<file path="config.mk">
export PLATFORM = sky130hd
export DESIGN_NAME = muldiv_unit
export DESIGN_NICKNAME = d
export VERILOG_FILES = /design/src/rtl/muldiv_unit.sv
export SDC_FILE = /design/constraint.sdc
export NUM_CORES = 1
export LEC_CHECK = 0
export CORE_UTILIZATION = 30
export CTS_CLUSTER_SIZE = 16
export DETAILED_ROUTE_END_ITERATION = 10
export SYNTH_ARGS = -nofsm -noshare
export SYNTH_HDL_FRONTEND = slang
export SYNTH_SLANG_ARGS = --single-unit
</file>
<file path="constraint.sdc">
create_clock -name clk -period 7.1 [get_ports clk]
set_input_delay 1.065 -clock clk [delete_from_list [all_inputs] [get_ports clk]]
set_output_delay 1.065 -clock clk [all_outputs]
set_load 0.01 [all_outputs]
</file>
<file path="src/rtl/muldiv_unit.sv">
// muldiv_unit: RV32M multiply/divide unit, one radix-2 step per cycle (32 steps).
// Optional macro MULDIV_FAST_MUL_EN makes MUL* ops single-cycle; divides stay iterative.
module muldiv_unit #(
  parameter int XLEN = 32
) (
  input  logic            clk,
  input  logic            rst_n,
  input  logic            start,
  input  logic            flush,
  input  logic [2:0]      funct3,
  input  logic [XLEN-1:0] op_a,
  input  logic [XLEN-1:0] op_b,
  input  logic [4:0]      rd_in,
  output logic            busy,
  output logic            valid,
  output logic [XLEN-1:0] result,
  output logic [4:0]      rd_out
);

  // Handshake: start is sampled only while busy=0 and flush=0; operands are
  // captured on that edge. valid is a one-cycle strobe with result/rd_out
  // registered and held until the next strobe. There is no back-pressure.

  typedef enum logic [1:0] {
    IDLE = 2'b00,
    CALC = 2'b01,
    DONE = 2'b10
  } state_t;

  localparam logic [XLEN-1:0] MIN_NEG = {1'b1, {(XLEN-1){1'b0}}};
  localparam logic [XLEN-1:0] ALL_ONE = {XLEN{1'b1}};

  state_t            state, state_d;
  logic [4:0]        cnt, cnt_d;
  logic [2:0]        op_q, op_d;
  logic              neg_q, neg_d;
  logic [XLEN-1:0]   hi, hi_d;
  logic [XLEN-1:0]   lo, lo_d;
  logic [XLEN-1:0]   mcand, mcand_d;
  logic [4:0]        rd_q, rd_q_d;
  logic [XLEN-1:0]   result_d;
  logic [4:0]        rd_out_d;

  // Operand decode on the incoming request
  logic              a_signed, b_signed;
  logic              neg_a, neg_b, neg_in;
  logic [XLEN-1:0]   mag_a, mag_b;
  logic              is_div, div_zero, div_ovf;
  logic [XLEN-1:0]   bypass_res;

  // One iteration of the shared shift datapath
  logic [XLEN:0]     mul_sum;
  logic [XLEN:0]     div_trial, div_diff;
  logic              div_ge;
  logic [XLEN-1:0]   step_hi, step_lo;

  // Sign fix-up of the final step
  logic [2*XLEN-1:0] prod, prod_fix;
  logic [XLEN-1:0]   quo_fix, rem_fix, calc_res;

`ifdef MULDIV_FAST_MUL_EN
  logic [2*XLEN-1:0] fast_a, fast_b, fast_prod;
`endif

  always_comb begin
    a_signed = 1'b0;
    b_signed = 1'b0;
    case (funct3)
      3'b001:         begin a_signed = 1'b1; b_signed = 1'b1; end
      3'b010:         begin a_signed = 1'b1; end
      3'b100, 3'b110: begin a_signed = 1'b1; b_signed = 1'b1; end
      default:        ;
    endcase
  end

  assign neg_a      = a_signed & op_a[XLEN-1];
  assign neg_b      = b_signed & op_b[XLEN-1];
  assign mag_a      = neg_a ? -op_a : op_a;
  assign mag_b      = neg_b ? -op_b : op_b;
  // Remainders follow the dividend; products and quotients follow both signs
  assign neg_in     = (funct3[2] & funct3[1]) ? neg_a : (neg_a ^ neg_b);
  assign is_div     = funct3[2];
  assign div_zero   = is_div & (op_b == '0);
  assign div_ovf    = is_div & ~funct3[0] & (op_a == MIN_NEG) & (op_b == ALL_ONE);
  assign bypass_res = div_zero ? (funct3[1] ? op_a : ALL_ONE)
                               : (funct3[1] ? '0   : MIN_NEG);

`ifdef MULDIV_FAST_MUL_EN
  assign fast_a    = {{XLEN{neg_a}}, op_a};
  assign fast_b    = {{XLEN{neg_b}}, op_b};
  assign fast_prod = fast_a * fast_b;
`endif

  // Multiply: shift-add into {hi,lo}. Divide: restoring, remainder in hi, quotient into lo.
  always_comb begin
    mul_sum   = {1'b0, hi} + (lo[0] ? {1'b0, mcand} : '0);
    div_trial = {hi, lo[XLEN-1]};
    div_diff  = div_trial - {1'b0, mcand};
    div_ge    = ~div_diff[XLEN];
    if (op_q[2]) begin
      step_hi = div_ge ? div_diff[XLEN-1:0] : div_trial[XLEN-1:0];
      step_lo = {lo[XLEN-2:0], div_ge};
    end else begin
      step_hi = mul_sum[XLEN:1];
      step_lo = {mul_sum[0], lo[XLEN-1:1]};
    end
  end

  always_comb begin
    prod     = {step_hi, step_lo};
    prod_fix = neg_q ? -prod : prod;
    quo_fix  = neg_q ? -step_lo : step_lo;
    rem_fix  = neg_q ? -step_hi : step_hi;
    if (!op_q[2])
      calc_res = (op_q[1:0] == 2'b00) ? prod_fix[XLEN-1:0] : prod_fix[2*XLEN-1:XLEN];
    else
      calc_res = op_q[1] ? rem_fix : quo_fix;
  end

  always_comb begin
    state_d  = state;
    cnt_d    = cnt;
    op_d     = op_q;
    neg_d    = neg_q;
    hi_d     = hi;
    lo_d     = lo;
    mcand_d  = mcand;
    rd_q_d   = rd_q;
    result_d = result;
    rd_out_d = rd_out;
    case (state)
      IDLE: begin
        if (start && !flush) begin
          op_d   = funct3;
          neg_d  = neg_in;
          rd_q_d = rd_in;
          cnt_d  = '0;
          if (div_zero || div_ovf) begin
            result_d = bypass_res;
            rd_out_d = rd_in;
            state_d  = DONE;
          end
`ifdef MULDIV_FAST_MUL_EN
          else if (!is_div) begin
            result_d = (funct3[1:0] == 2'b00) ? fast_prod[XLEN-1:0]
                                               : fast_prod[2*XLEN-1:XLEN];
            rd_out_d = rd_in;
            state_d  = DONE;
          end
`endif
          else begin
            hi_d    = '0;
            lo_d    = is_div ? mag_a : mag_b;
            mcand_d = is_div ? mag_b : mag_a;
            state_d = CALC;
          end
        end
      end
      CALC: begin
        hi_d  = step_hi;
        lo_d  = step_lo;
        cnt_d = cnt + 5'd1;
        if (cnt == 5'd31) begin
          result_d = calc_res;
          rd_out_d = rd_q;
          state_d  = DONE;
        end
      end
      DONE:    state_d = IDLE;
      default: state_d = IDLE;
    endcase
    // An aborted op must leave the previous result visible
    if (flush) begin
      state_d  = IDLE;
      result_d = result;
      rd_out_d = rd_out;
    end
  end

  always_ff @(posedge clk or negedge rst_n) begin
    if (!rst_n) begin
      state  <= IDLE;
      cnt    <= '0;
      op_q   <= '0;
      neg_q  <= 1'b0;
      hi     <= '0;
      lo     <= '0;
      mcand  <= '0;
      rd_q   <= '0;
      result <= '0;
      rd_out <= '0;
    end else begin
      state  <= state_d;
      cnt    <= cnt_d;
      op_q   <= op_d;
      neg_q  <= neg_d;
      hi     <= hi_d;
      lo     <= lo_d;
      mcand  <= mcand_d;
      rd_q   <= rd_q_d;
      result <= result_d;
      rd_out <= rd_out_d;
    end
  end

  assign busy  = (state != IDLE);
  assign valid = (state == DONE);

endmodule

</file>
==> impl_metrics.py <==
metrics = {
    "outcome": {
        "status": "complete, no violations",
    },
    "worst_setup_path": {
        "path_class": "flip-flop to flip-flop",
        "cp_data_arrival_time_ps": 6590,
        "reg2reg_slack_ps": 880,
        "worstPathMaxFanout": 7,
        "worstSetupEndpointType": "flip-flop",
        "reg2reg_depth": 21,
        "startpoint_type": "flip-flop",
        "worstPathRequired_ps": 7480,
        "reg2reg_from": "lo[31]",
        "worstReg2RegEnd": "result[30]",
    },
    "global_routing": {
        "grt_pass1_wl_mm": 108,
        "first_global_vias": 16600,
        "grt-ovfl-total": 0,
        "antenna_found_initial": 6,
        "grt_use_total_pct": 25.7,
        "grt_max_degree": 125,
    },
    "sta": {
        "fin_skew_ps": 9.24,
        "rsz0062_at_grt": "false",
        "hold_viol": 0,
        "slew_violations": 0,
        "setup_tns_ps": 0,
        "period_needed_ps": 6220,
        "finalCritPeriodShare_pct": 87.6,
        "whs_ps": 469,
        "slew_headroom_pct": 7.53,
        "worst_pin_slew_ps": 1390,
        "fmax_mhz": 161,
        "setup_viol": 0,
    },
    "power": {
        "power_density_nw_per_um2": 433,
        "power.leakage_nw": 7.27,
        "total_power_mw": 8.04,
        "vdd_drop_max_mv": 0.228,
    },
    "clock_tree": {
        "cts_root_buffer": "clkbuf_16",
        "cts_made_buffers": 17,
        "h-tree-depth": 4,
        "clockBufferDepth": 2,
        "ctsHoldBuffers": 0,
        "cts_tree": "built",
        "cts_sinks": 149,
        "cts_setup_buffers": 0,
        "ctsResizeCount": 0,
        "path_clk_slew_ps": 70,
        "insertion_delay_ps": 460,
    },
    "layout": {
        "seqCellArea_sq_um": 3730,
        "syn_to_final_growth_pct": 14.2,
        "stdcell_area_sq_um": 18600,
        "drive_gt1_share_pct": 5.88,
        "nNetsFinal": 2381,
        "fin_util_pct": 35.0,
        "multi_input_area_sq_um": 11700,
        "fillCellCount": 5592,
    },
    "route": {
        "drt_wl_total_mm": 72.4,
        "dr_total_vias": 17900,
        "via_per_inst": 6.09,
        "drc": 0,
        "firstDrtPassIters": 6,
        "ant_nets": 0,
        "post_drt_wl_per_cell_microns": 24.6,
        "drt-initial-drc-count": 2036,
    },
    "run": {
        "cap_violations": 0,
    },
    "synthesis": {
        "seq_area_frac_synth_pct": 22.9,
        "synthesis.nets": 2355,
        "synth_edf_count": 0,
        "synth_top_area_cell": "dfrtp_1",
        "synth_area_sq_um": 16300,
        "syn_avg_cell_area_sq_um": 7.38,
        "synth_flop_cell": "dfrtp_1",
        "synth_area_leaders": "dfrtp_1, o21ai_0, nand2_1",
        "syn_inst": 2206,
        "ys_ff_latch": 149,
        "yosysWarnings": 0,
        "async_flop_share_pct": 100,
        "yosysTopAreaCellShare_pct": 22.9,
        "synth_cell_types": 99,
    },
    "hold_path": {
        "hp-start": "result[0]",
        "hold_depth": 2,
        "whs_endpoint": "result[0]",
        "hp-class": "flip-flop to flip-flop",
    },
    "die": {
        "std_cell_rows": 84,
        "io_pins": 115,
        "die_y_microns": 235,
        "initial_core_util_pct": 30.7,
        "fp.coreArea_sq_um": 53100,
        "dieArea_sq_um": 55200,
        "die_x_microns": 235,
    },
    "placement": {
        "globalplace.congestion": 0.994,
        "dpl_cell_area_sq_um": 18000,
        "place_hpwl_mm": 56.8,
        "io_buffers": 114,
    },
}
==> worst max path at each step <==
stage          cells past startpoint         end  slack [ps]   start
5_1_grt                           21  result[30]         600  lo[31]
3_5_place_dp                      21  result[30]        1050  lo[31]
4_1_cts                           21  result[30]        1000  lo[31]
3_3_place_gp                      21  result[30]        1130  lo[31]
6_report                          21  result[30]         880  lo[31]
2_1_floorplan                     22  result[30]        1960  lo[31]
==> per-layer routing <==
layer	track usage, %	part of all wire, %	wire (microns)	vias up
met1	34.5	42	30800	8642
met3	6.04	9.6	6980	172
met5	0	0.018	13	-
li1	-	-	-	8130
met2	38.8	43	31300	933
met4	11.9	4.6	3340	2
==> area by class of cell <==
type	instances	share of cell area (%)
Inverter	70	1.41
Tap cell	688	4.63
Antenna cell	4	0.0539
Clock inverter	11	0.808
Sequential cell	149	20.1
Multi-Input combinational cell	1846	63.0
Clock buffer	21	2.48
Timing Repair Buffer	148	7.51
==> placed cells by master, fill, tap and decap left out, types with 17 or more instances in the layout <==
cell type	netlist	routed
buf_4	3	35
a211oi_1	27	27
o31ai_1	27	27
or3_1	24	23
o21ai_0	244	244
a31oi_1	34	34
nor2_1	190	189
a21oi_1	180	179
o211ai_1	28	28
nand3_1	42	42
mux2i_1	48	48
and2_1	45	45
nor3_1	49	49
inv_1	68	67
nand2_1	274	274
xnor2_1	95	95
o221ai_1	35	35
ha_1	71	71
clkbuf_16	0	17
dfrtp_1	149	147
clkdlybuf4s50_1	0	112
xor2_1	81	81
a22o_1	17	17
nand4_1	31	31
a21o_1	25	25
==> logic make-up (layout without fill, tap and decap cells) <==
kind of cell | after synthesis | count (layout) | synth area share (%)
AO/OA/AOI/OAI | 768 | 768 | 30.3
buffers and inverters | 211 | 250 | 5.28
other | 0 | 4 | 0
flip-flops | 149 | 149 | 22.9
AND/OR/NAND/NOR | 766 | 766 | 22.4
multiplexers | 63 | 63 | 3.99
adder cells (fa/ha/maj) | 73 | 73 | 5.70
XOR/XNOR | 176 | 176 | 9.47
==> critical path: stages (launching register included) <==
cell	delay, ps
dfrtp_1	470
inv_1	90
ha_1	160
inv_1	50
fa_1	430
a211oi_2	260
o211ai_2	140
a311o_1	350
nand3_1	260
a31oi_1	190
a21oi_1	460
ha_1	330
o2111ai_1	300
or3_4	500
or3_4	420
nor2_2	110
nor2_2	70
or4_1	690
o41ai_4	410
xnor2_1	150
a21oi_1	100
o22ai_1	190
==> per-stage QoR <==
| step | setup WS, ps | instances |
|---|---|---|
| detailed placement | 1050 | 2901 |
| finish | 883 | 2937 |
| floorplan | 1960 | 2206 |
| global placement | 1130 | 2901 |
| CTS | 1000 | 2933 |
| global route | 597 | 2933 |
==> power by group <==
group | switching, mW | internal, mW
clock network | 0.403 | 0.573
logic | 3.80 | 1.90
registers | 0.301 | 1.06
total | 4.50 | 3.53
==> flip-flops by register name (all words and copies together) (netlist names) <==
register	flops
result	32
neg_q	1
op_q	3
state	2
lo	32
hi	32
rd_out	5
cnt	5
mcand	32
rd_q	5
==> cells in the mapped netlist, types with 17 or more instances <==
library cell / number
a211oi_1: 27
and2_1: 45
a31oi_1: 34
nand2_1: 274
clkbuf_1: 90
o21ai_0: 244
or3_1: 24
nor3_1: 49
ha_1: 71
buf_1: 23
a21oi_1: 180
dfrtp_1: 149
xnor2_1: 95
o221ai_1: 35
inv_1: 68
o31ai_1: 27
nor2_1: 190
mux2i_1: 48
buf_2: 21
nand3_1: 42
a21o_1: 25
xor2_1: 81
nand4_1: 31
o211ai_1: 28
a22o_1: 17
(Power assumes the default switching activity.)
